### src/rtl/call_frame_stack_pkg.sv
// Shared trap codes, FSM state type and frame-entry layout for the call frame stack.
// Frame entries are packed {pc, index, arity}, arity in the least significant bits.
package call_frame_stack_pkg;

    localparam logic [3:0] TRAP_NONE                 = 4'h0;
    localparam logic [3:0] TRAP_ILLEGAL_OP           = 4'h1;
    localparam logic [3:0] TRAP_CALL_STACK_EXHAUSTED = 4'hA;
    localparam logic [3:0] TRAP_CALL_STACK_EMPTY     = 4'hB;

    typedef enum logic {
        ST_HEALTHY = 1'b0,
        ST_TRAPPED = 1'b1
    } trap_state_e;

    function automatic int frame_width(input int pc_w, input int idx_w, input int arity_w);
        return pc_w + idx_w + arity_w;
    endfunction

endpackage

### src/rtl/call_frame_stack_frame_ram.sv
// Single-port frame store with a registered read port and an arity-only write enable.
// Read data appears one cycle after re; it holds its value while re is low.
module call_frame_stack_frame_ram #(
    parameter int ADDR_W  = 4,
    parameter int DATA_W  = 19,
    parameter int ARITY_W = 2
) (
    input  logic              clk,
    input  logic              reset,
    input  logic              re,
    input  logic              we,
    input  logic              arity_we,
    input  logic [ADDR_W-1:0] addr,
    input  logic [DATA_W-1:0] wdata,
    output logic [DATA_W-1:0] rdata
);

    localparam int ENTRIES = 2 ** ADDR_W;

    logic [DATA_W-1:0] mem_q [ENTRIES];
    logic [DATA_W-1:0] rdata_q;
    logic [DATA_W-1:0] rdata_d;

    always_comb begin
        rdata_d = rdata_q;
        if (re) begin
            rdata_d = mem_q[addr];
        end
    end

    // Storage is intentionally left uninitialised by reset; only the read register clears.
    always_ff @(posedge clk) begin
        if (we) begin
            mem_q[addr] <= wdata;
        end else if (arity_we) begin
            mem_q[addr][ARITY_W-1:0] <= wdata[ARITY_W-1:0];
        end
    end

    always_ff @(posedge clk) begin
        if (reset) begin
            rdata_q <= '0;
        end else begin
            rdata_q <= rdata_d;
        end
    end

    assign rdata = rdata_q;

endmodule

### src/rtl/call_frame_stack.sv
// Call/return frame stack: push on call, registered pop on ret, arity rewrite on tail.
// Popped frame is valid one cycle after ret; traps are sticky and freeze all state until reset.
module call_frame_stack
    import call_frame_stack_pkg::*;
#(
    parameter int MEM_DEPTH   = 6,
    parameter int STACK_DEPTH = 7,
    parameter int CALL_DEPTH  = 4,
    parameter int ARITY_W     = 2
) (
    input  logic                   clk,
    input  logic                   reset,
    input  logic                   call,
    input  logic                   ret,
    input  logic                   tail,
    input  logic [MEM_DEPTH:0]     in_pc,
    input  logic [STACK_DEPTH:0]   in_index,
    input  logic [ARITY_W-1:0]     in_arity,
    output logic [MEM_DEPTH:0]     out_pc,
    output logic [STACK_DEPTH:0]   out_index,
    output logic [ARITY_W-1:0]     out_arity,
    output logic                   out_valid,
    output logic [CALL_DEPTH:0]    depth,
    output logic                   empty,
    output logic                   full,
    output logic [3:0]             trap
);

    localparam int PC_W    = MEM_DEPTH + 1;
    localparam int IDX_W   = STACK_DEPTH + 1;
    localparam int FRAME_W = frame_width(PC_W, IDX_W, ARITY_W);

    localparam logic [CALL_DEPTH:0] DEPTH_MAX = (CALL_DEPTH+1)'(2 ** CALL_DEPTH);
    localparam logic [CALL_DEPTH:0] DEPTH_ONE = (CALL_DEPTH+1)'(1);

    trap_state_e            state_q, state_d;
    logic [3:0]             trap_q, trap_d;
    logic [CALL_DEPTH:0]    depth_q, depth_d;
    logic                   out_valid_q, out_valid_d;

    logic [1:0]             op_cnt;
    logic                   illegal;
    logic [CALL_DEPTH:0]    depth_m1;
    logic                   ram_re;
    logic                   ram_we;
    logic                   ram_arity_we;
    logic [CALL_DEPTH-1:0]  ram_addr;
    logic [FRAME_W-1:0]     ram_wdata;
    logic [FRAME_W-1:0]     ram_rdata;

    assign op_cnt    = {1'b0, call} + {1'b0, ret} + {1'b0, tail};
    assign illegal   = (op_cnt > 2'd1);
    assign depth_m1  = depth_q - DEPTH_ONE;
    assign empty     = (depth_q == '0);
    assign full      = (depth_q == DEPTH_MAX);
    assign ram_wdata = {in_pc, in_index, in_arity};

    always_comb begin
        state_d      = state_q;
        trap_d       = trap_q;
        depth_d      = depth_q;
        out_valid_d  = 1'b0;
        ram_re       = 1'b0;
        ram_we       = 1'b0;
        ram_arity_we = 1'b0;
        ram_addr     = depth_m1[CALL_DEPTH-1:0];

        // Reset on the same edge as an op discards the op, including its RAM side effects.
        if (!reset && state_q == ST_HEALTHY) begin
            if (illegal) begin
                trap_d  = TRAP_ILLEGAL_OP;
                state_d = ST_TRAPPED;
            end else if (call) begin
                if (full) begin
                    trap_d  = TRAP_CALL_STACK_EXHAUSTED;
                    state_d = ST_TRAPPED;
                end else begin
                    ram_we   = 1'b1;
                    ram_addr = depth_q[CALL_DEPTH-1:0];
                    depth_d  = depth_q + DEPTH_ONE;
                end
            end else if (ret) begin
                if (empty) begin
                    trap_d  = TRAP_CALL_STACK_EMPTY;
                    state_d = ST_TRAPPED;
                end else begin
                    ram_re      = 1'b1;
                    out_valid_d = 1'b1;
                    depth_d     = depth_m1;
                end
            end else if (tail && !empty) begin
                ram_arity_we = 1'b1;
            end
        end
    end

    always_ff @(posedge clk) begin
        if (reset) begin
            state_q     <= ST_HEALTHY;
            trap_q      <= TRAP_NONE;
            depth_q     <= '0;
            out_valid_q <= 1'b0;
        end else begin
            state_q     <= state_d;
            trap_q      <= trap_d;
            depth_q     <= depth_d;
            out_valid_q <= out_valid_d;
        end
    end

    call_frame_stack_frame_ram #(
        .ADDR_W  (CALL_DEPTH),
        .DATA_W  (FRAME_W),
        .ARITY_W (ARITY_W)
    ) u_frame_ram (
        .clk      (clk),
        .reset    (reset),
        .re       (ram_re),
        .we       (ram_we),
        .arity_we (ram_arity_we),
        .addr     (ram_addr),
        .wdata    (ram_wdata),
        .rdata    (ram_rdata)
    );

    assign out_pc    = ram_rdata[FRAME_W-1 -: PC_W];
    assign out_index = ram_rdata[ARITY_W +: IDX_W];
    assign out_arity = ram_rdata[ARITY_W-1:0];
    assign out_valid = out_valid_q;
    assign depth     = depth_q;
    assign trap      = trap_q;

endmodule

### config.mk
export PLATFORM = sky130hd
export DESIGN_NAME = call_frame_stack
export DESIGN_NICKNAME = d
export VERILOG_FILES = /design/src/rtl/call_frame_stack_pkg.sv /design/src/rtl/call_frame_stack_frame_ram.sv /design/src/rtl/call_frame_stack.sv
export SDC_FILE = /design/constraint.sdc
export NUM_CORES = 1
export LEC_CHECK = 0
export CORE_ASPECT_RATIO = 0.5
export CORE_MARGIN = 10
export CORE_UTILIZATION = 50
export CTS_CLUSTER_SIZE = 40
export DETAILED_ROUTE_END_ITERATION = 12
export PLACE_DENSITY = 0.69
export REMOVE_ABC_BUFFERS = 1
export SETUP_SLACK_MARGIN = 0.4
export SYNTH_ARGS = -nofsm -noshare
export SYNTH_HDL_FRONTEND = slang
export SYNTH_SLANG_ARGS = --single-unit
export TNS_END_PERCENT = 10
### constraint.sdc
create_clock -name clk -period 3.7 [get_ports clk]
set_input_delay 0.74 -clock clk [delete_from_list [all_inputs] [get_ports clk]]
set_output_delay 0.74 -clock clk [all_outputs]
set_load 0.005 [all_outputs]
==> results of run 1 <==
## final cells by class
cell class / count / area (µm²) / area share, %
Inverter: 4 / 18.8 / 0.118
Timing Repair Buffer: 113 / 1100 / 6.91
Clock buffer: 34 / 744 / 4.70
Clock inverter: 18 / 254 / 1.60
Sequential cell: 298 / 8700 / 54.8
Multi-Input combinational cell: 449 / 4610 / 29.0
Tap cell: 352 / 440 / 2.78
## flip-flops by register name, summed over array words and instances (netlist names)
signal and count:
depth 5, out_valid 1, state_q 1, trap 2
u_frame_ram.mem_q 272, u_frame_ram.rdata 17
## what timing repair did
action / 4_1_cts / 5_1_grt
resized for setup: 3 / 0
hold endpoints to repair: 0 / 0
buffers inserted: 0 / 1
endpoints found under the setup margin: 1 / 1
## worst reg2reg max path, cell delays in order, from the launching register on
cell,delay [ps]
dfxtp_4,350
inv_1,160
ha_2,210
nand4bb_1,230
inv_1,240
nor3_4,80
buf_4,160
nor3_4,620
o21bai_1,340
nor2_1,270
## where the power goes
group | switching, W | total, W | internal (W)
Clock | 0.00125 | 0.00311 | 0.00186
Sequential | 0.0000261 | 0.00374 | 0.00371
Combinational | 0.000616 | 0.00109 | 0.000470
## through the flow
stage | total power (W) | setup WS [ps] | utilization, % | TNS [ps] | hold WS [ps]
floorplan | 0.00448 | -4320 | - | -1106900 | 442
global placement | 0.00487 | 92.5 | 55.8 | 0 | 451
detailed placement | 0.00489 | 33.2 | 55.8 | 0 | 455
CTS | 0.00797 | 450 | 59.6 | 0 | 464
global route | 0.00820 | 403 | 59.6 | 0 | 488
finish | 0.00793 | 510 | 59.6 | 0 | 458
## synth_stat cells, types with 5 or more instances
| master | count | area share (%) |
|---|---|---|
| buf_4 | 7 | 0.39 |
| o21ai_0 | 47 | 1.7 |
| mux4_2 | 102 | 17 |
| edfxtp_1 | 272 | 60 |
| o31a_1 | 19 | 1.2 |
| o21ai_1 | 42 | 1.5 |
| clkbuf_1 | 18 | 0.50 |
| a21oi_1 | 8 | 0.29 |
| nand2_1 | 9 | 0.25 |
| buf_1 | 5 | 0.14 |
| nor2_1 | 79 | 2.2 |
| mux2i_1 | 51 | 3.8 |
| o22ai_1 | 17 | 0.78 |
| a41oi_1 | 17 | 1.1 |
| dfxtp_1 | 26 | 3.8 |
| buf_2 | 26 | 0.96 |
## cell families (layout without fill, tap and decap cells)
| group | count (synthesis) | count (layout) | synth area share, % |
|---|---|---|---|
| fa+ha+maj | 4 | 4 | 0.368 |
| mux | 153 | 153 | 20.6 |
| flops | 298 | 298 | 63.9 |
| simple gates | 119 | 119 | 4.36 |
| compound gates | 167 | 167 | 7.95 |
| buf+inv | 65 | 169 | 2.46 |
| xor+xnor | 5 | 5 | 0.322 |
| other cells | 1 | 1 | 0.0276 |
## worst min path at each step
stage	start	endpoint	cells past startpoint
5_1_grt	trap[0]	trap[0]	2
2_1_floorplan	trap[0]	trap[0]	2
3_3_place_gp	trap[0]	trap[0]	2
3_5_place_dp	trap[0]	trap[0]	2
6_report	trap[0]	trap[0]	2
4_1_cts	trap[0]	trap[0]	2
## per-layer routing
layer | part of all wire, % | GRT usage (%)
met1 | 43 | 27.1
met2 | 47 | 30.5
met3 | 8.9 | 4.41
met4 | 1.5 | 3.89
met5 | 0 | 0
==> impl_metrics.csv, run 1 <==
group,metric,value,unit
timing,timing.clock.skew,14.3,ps
drt,wl,33100,µm
drt,vias_per_cell,6.45,
finish,antennaDiodeCount,0,
synth,yosysWarnings,0,
synth,syn_inst,812,
worst_setup_path,slowest_delay,540,ps
cts,cts_tree,"yes",
timing,worstMarginPinSlew,845,ps
floorplanning,start_util,51.2,%
cts,clkSinkCount,298,
cts,clk_latency,550,ps
power_and_ir_drop,p_leak,5.15,nW
worst_setup_path,worstRegToRegCells,9,
synth,synth_area,13600,µm²
timing,finalCriticalPeriod,3190,ps
finish,drive_gt1_share,25.7,%
drt,drc,0,
placement,gp_congestion,0.817,
finish,layout_common_cells,"272 x edfxtp_1, 102 x mux4_2, 78 x nor2_1, 54 x buf_4, 51 x mux2i_1",
floorplanning,die_h,137,µm
worst_setup_path,crit_path_end,"empty",
finish,syn_to_final_growth,16.6,%
finish,final_cell_area,15900,µm²
cts,h-tree-depth,1,
grt,grt_use_total,19.3,%
drt,drtPass1Iterations,5,
synth,ys_seq_area_share,63.9,%
worst_setup_path,cp.arrival,2450,ps
placement,dp.cells,1215,
worst_setup_path,critical_path_required,2960,ps
cts,numCtsBuffers,28,
floorplanning,pin_count,51,
worst_setup_path,setup.worst_path.start,"depth[1]",
worst_setup_path,rr_endpoint,"u_frame_ram.mem_q[6][1]",
grt,grt_max_degree,114,
timing,max_freq,314,MHz
drt,vias,8174,
cts,cts_root_buffer,"clkbuf_16",
worst_setup_path,path_depth,5,
timing,setup_viol,0,
floorplanning,dieArea,34600,µm²
worst_setup_path,slowest_stage,"clkdlybuf4s50_1",
synth,synth_edf_count,272,
outcome,status,"complete, no violations",
worst_setup_path,path_max_fanout,5,
placement,place_hpwl,21100,µm
grt,grt-ovfl-total,0,
cts,clockBufferDepth,3,
worst_setup_path,end_kind,"primary output",
grt,grt_pass1_vias,8226,
drt,ant_nets,0,
finish,stdcell_count,1268,
worst_setup_path,timing.rr.start,"depth[1]",
placement,postPlaceCellArea,14800,µm²
worst_setup_path,cpLargestDelayFamily,"buffers and inverters",
grt,grt_pass1_wl,50600,µm
timing,drv_slew,0,
cts,clk_pin_slew,70,ps
grt,antenna_found_initial,0,
floorplanning,dieWidth,253,µm
timing,max_slew_margin,43.7,%
drt,drtIter0Drc,827,
synth,ys.flop_type,"edfxtp_1",
power_and_ir_drop,ir_worst_vdd,0.329,mV
worst_hold_path,hold_class,"flip-flop to flip-flop",
worst_setup_path,cp_cell_sequence,"inv_1 -> ha_2 -> or3b_2 -> nor2_4 -> clkdlybuf4s50_1",
synth,synthArstFlopShare,0,%
synth,synth.avg_cell_area,16.8,µm²
worst_setup_path,crit_type,"flip-flop to primary output",
run,drv_cap,0,
worst_setup_path,worst-path-buf-inv,2,
synth,synth_cell_types,54,
worst_setup_path,reg2reg_slack,730,ps
finish,final_common_cell,"edfxtp_1",
worst_setup_path,crit_path_start_kind,"flip-flop",
power_and_ir_drop,powerDensity,500,nW/µm²
synth,ys_seq_elements,298,
finish,fin_nets,920,
placement,port_buffers,49,
timing,rsz0062_at_grt,"no",
drt,wl_per_cell,26.1,µm
timing,period_share,86.2,%
floorplanning,coreArea,26600,µm²
cts,postCtsHoldBufs,0,
timing,hold_viol_final,0,
floorplanning,num_rows,42,
finish,fill_cells,1954,
(Power assumes the default switching activity.)
==> run 2, diff against run 1 <==
--- a/constraint.sdc
+++ b/constraint.sdc
@@ -3,2 +3,2 @@
 set_output_delay 0.74 -clock clk [all_outputs]
-set_load 0.005 [all_outputs]
+set_load 0.1 [all_outputs]
==> impl_metrics.csv, run 2 (synthesis results as in run 1) <==
group,metric,value,unit
outcome,status,"complete, no violations",
finish,final_common_cell,"edfxtp_1",
drt,wl,32900,µm
placement,port_buffers,49,
drt,drtIter0Drc,1066,
worst_hold_path,hp-start,"trap[0]",
timing,max_freq,313,MHz
drt,ant_nets,0,
worst_setup_path,slowest_stage,"and3_1",
worst_setup_path,cp.arrival,3620,ps
finish,drive_gt1_share,26.3,%
timing,hold_viol_final,0,
drt,drtPass1Iterations,5,
finish,largest_register,"u_frame_ram.mem_q",
timing,setup_viol,0,
worst_setup_path,cpLargestDelayFamily,"compound AO/OA/AOI/OAI gates",
floorplanning,num_rows,42,
cts,cts_root_buffer,"clkbuf_16",
drt,drc,0,
finish,largest_reg_flops,272,
timing,drv_slew,0,
timing,hold_ws,458,ps
timing,finalCriticalPeriod,3190,ps
drt,wl_per_cell,26.0,µm
finish,antennaDiodeCount,0,
grt,antenna_found_initial,1,
worst_setup_path,timing.rr.start,"depth[0]",
finish,multiInputGateArea,4600,µm²
finish,final_cell_area,15700,µm²
floorplanning,dieWidth,253,µm
placement,gp_congestion,0.840,
cts,clkSinkCount,298,
timing,rsz0062_at_grt,"yes",
worst_setup_path,path_max_fanout,18,
placement,postPlaceCellArea,14900,µm²
floorplanning,start_util,51.2,%
grt,grtUsageMet2,30.0,%
grt,grt_use_total,19.1,%
grt,busiest_layer,"met2",
worst_setup_path,crit_path_start_kind,"input pin",
floorplanning,pin_count,51,
worst_setup_path,setup.worst_path.start,"call",
floorplanning,dieArea,34600,µm²
cts,postCtsHoldBufs,0,
worst_setup_path,slowest_delay,500,ps
floorplanning,coreArea,26600,µm²
cts,clockBufferDepth,3,
finish,fill_cells,1949,
grt,met3_usage,4.79,%
power_and_ir_drop,p_leak,5.13,nW
floorplanning,die_h,137,µm
finish,seq_area,8700,µm²
drt,vias_per_cell,6.44,
power_and_ir_drop,ir_worst_vdd,0.355,mV
cts,cts_tree,"yes",
worst_setup_path,critical_path_required,4120,ps
timing,timing.clock.skew,8.92,ps
timing,period_share,86.3,%
worst_setup_path,crit_type,"input pin to flip-flop",
cts,clk_pin_slew,60,ps
power_and_ir_drop,powerDensity,486,nW/µm²
worst_setup_path,end_kind,"flip-flop",
grt,grtUsageMet1,26.8,%
finish,fin_nets,924,
worst_setup_path,cp_cell_sequence,"clkdlybuf4s50_1 -> ha_1 -> a2111oi_4 -> nand3_4 -> and3_1 -> o21ai_1 -> a41oi_1 -> o31a_1",
run,drv_cap,0,
finish,layout_common_cells,"272 x edfxtp_1, 102 x mux4_2, 79 x nor2_1, 70 x buf_4, 51 x mux2i_1",
cts,clk_latency,540,ps
timing,fin_tns_setup,0,ps
grt,grt_pass1_wl,49900,µm
finish,syn_to_final_growth,15.4,%
grt,grt_max_degree,114,
cts,numCtsBuffers,27,
worst_hold_path,hold_class,"flip-flop to flip-flop",
grt,grt_pass1_vias,8076,
worst_setup_path,worst-path-buf-inv,1,
drt,vias,8159,
placement,place_hpwl,21000,µm
timing,max_slew_margin,29.4,%
cts,h-tree-depth,1,
grt,grt-ovfl-total,0,
finish,final_util,59.0,%
timing,worstMarginPinSlew,1060,ps
## run 2: changes by cell type in the layout (fill, tap and decap cells not counted), moves of 2 or more
cell and delta:
clkinvlp_4 -6, buf_4 +16, bufinv_16 -4, clkbuf_16 -2
clkbuf_8 +2, clkdlybuf4s50_1 -12, clkbuf_1 +4
## run 2: path summary, 6_finish.rpt
path / slack (ps) / depth (start not counted) / end
max: 510 / 8 / u_frame_ram.rdata[6]
min: 460 / 2 / trap[0]
max reg2reg: 730 / 10 / u_frame_ram.mem_q[6][0]
min reg2reg: 460 / 2 / trap[0]
## run 2: layout make-up
type                       count  area share, %
sequential                   298           55.4
multi-input combinational    449           29.3
timing repair buffer         118           7.11
clock buffer                  38           4.70
tap                          352           2.81
clock inverter                 8          0.582
inverter                       4         0.0957
## run 2: timing repair
action | in CTS | in global routing
gates resized for setup | 0 | 1
setup buffers | 0 | 0
setup endpoints to repair | 0 | 2
## run 2: worst register-to-register path, cell delays in order (launching register included)
cell and delay (ps):
dfxtp_4 350, inv_1 50, buf_4 170, ha_2 200, nand4bb_1 250, inv_1 230, nor3_4 70, buf_4 170
nor3_4 570, o21bai_1 340, nor2_1 270
## run 2: per-layer routing
metal | vias to the layer above | share of wire, % | routed length (µm)
li1 | 3515 | - | -
met1 | 4274 | 42 | 14000
met2 | 324 | 47 | 15400
met3 | 44 | 8.8 | 2880
met4 | 2 | 1.8 | 599
met5 | - | 0.030 | 10
## run 2: power breakdown
group	switching (W)	internal [W]	total, W
clock	0.00116	0.00152	0.00268
combinational	0.000729	0.000483	0.00121
sequential	0.0000219	0.00371	0.00373
total	0.00191	0.00571	0.00762
## run 2: metrics by stage
step,total power [W],std cells,setup WS (ps)
2_1_floorplan,0.00460,751,-5140
3_3_place_gp,0.00500,1221,48.1
3_5_place_dp,0.00502,1221,-12.2
4_1_cts,0.00766,1267,539
5_1_grt,0.00787,1267,392
6_report,0.00762,1267,506
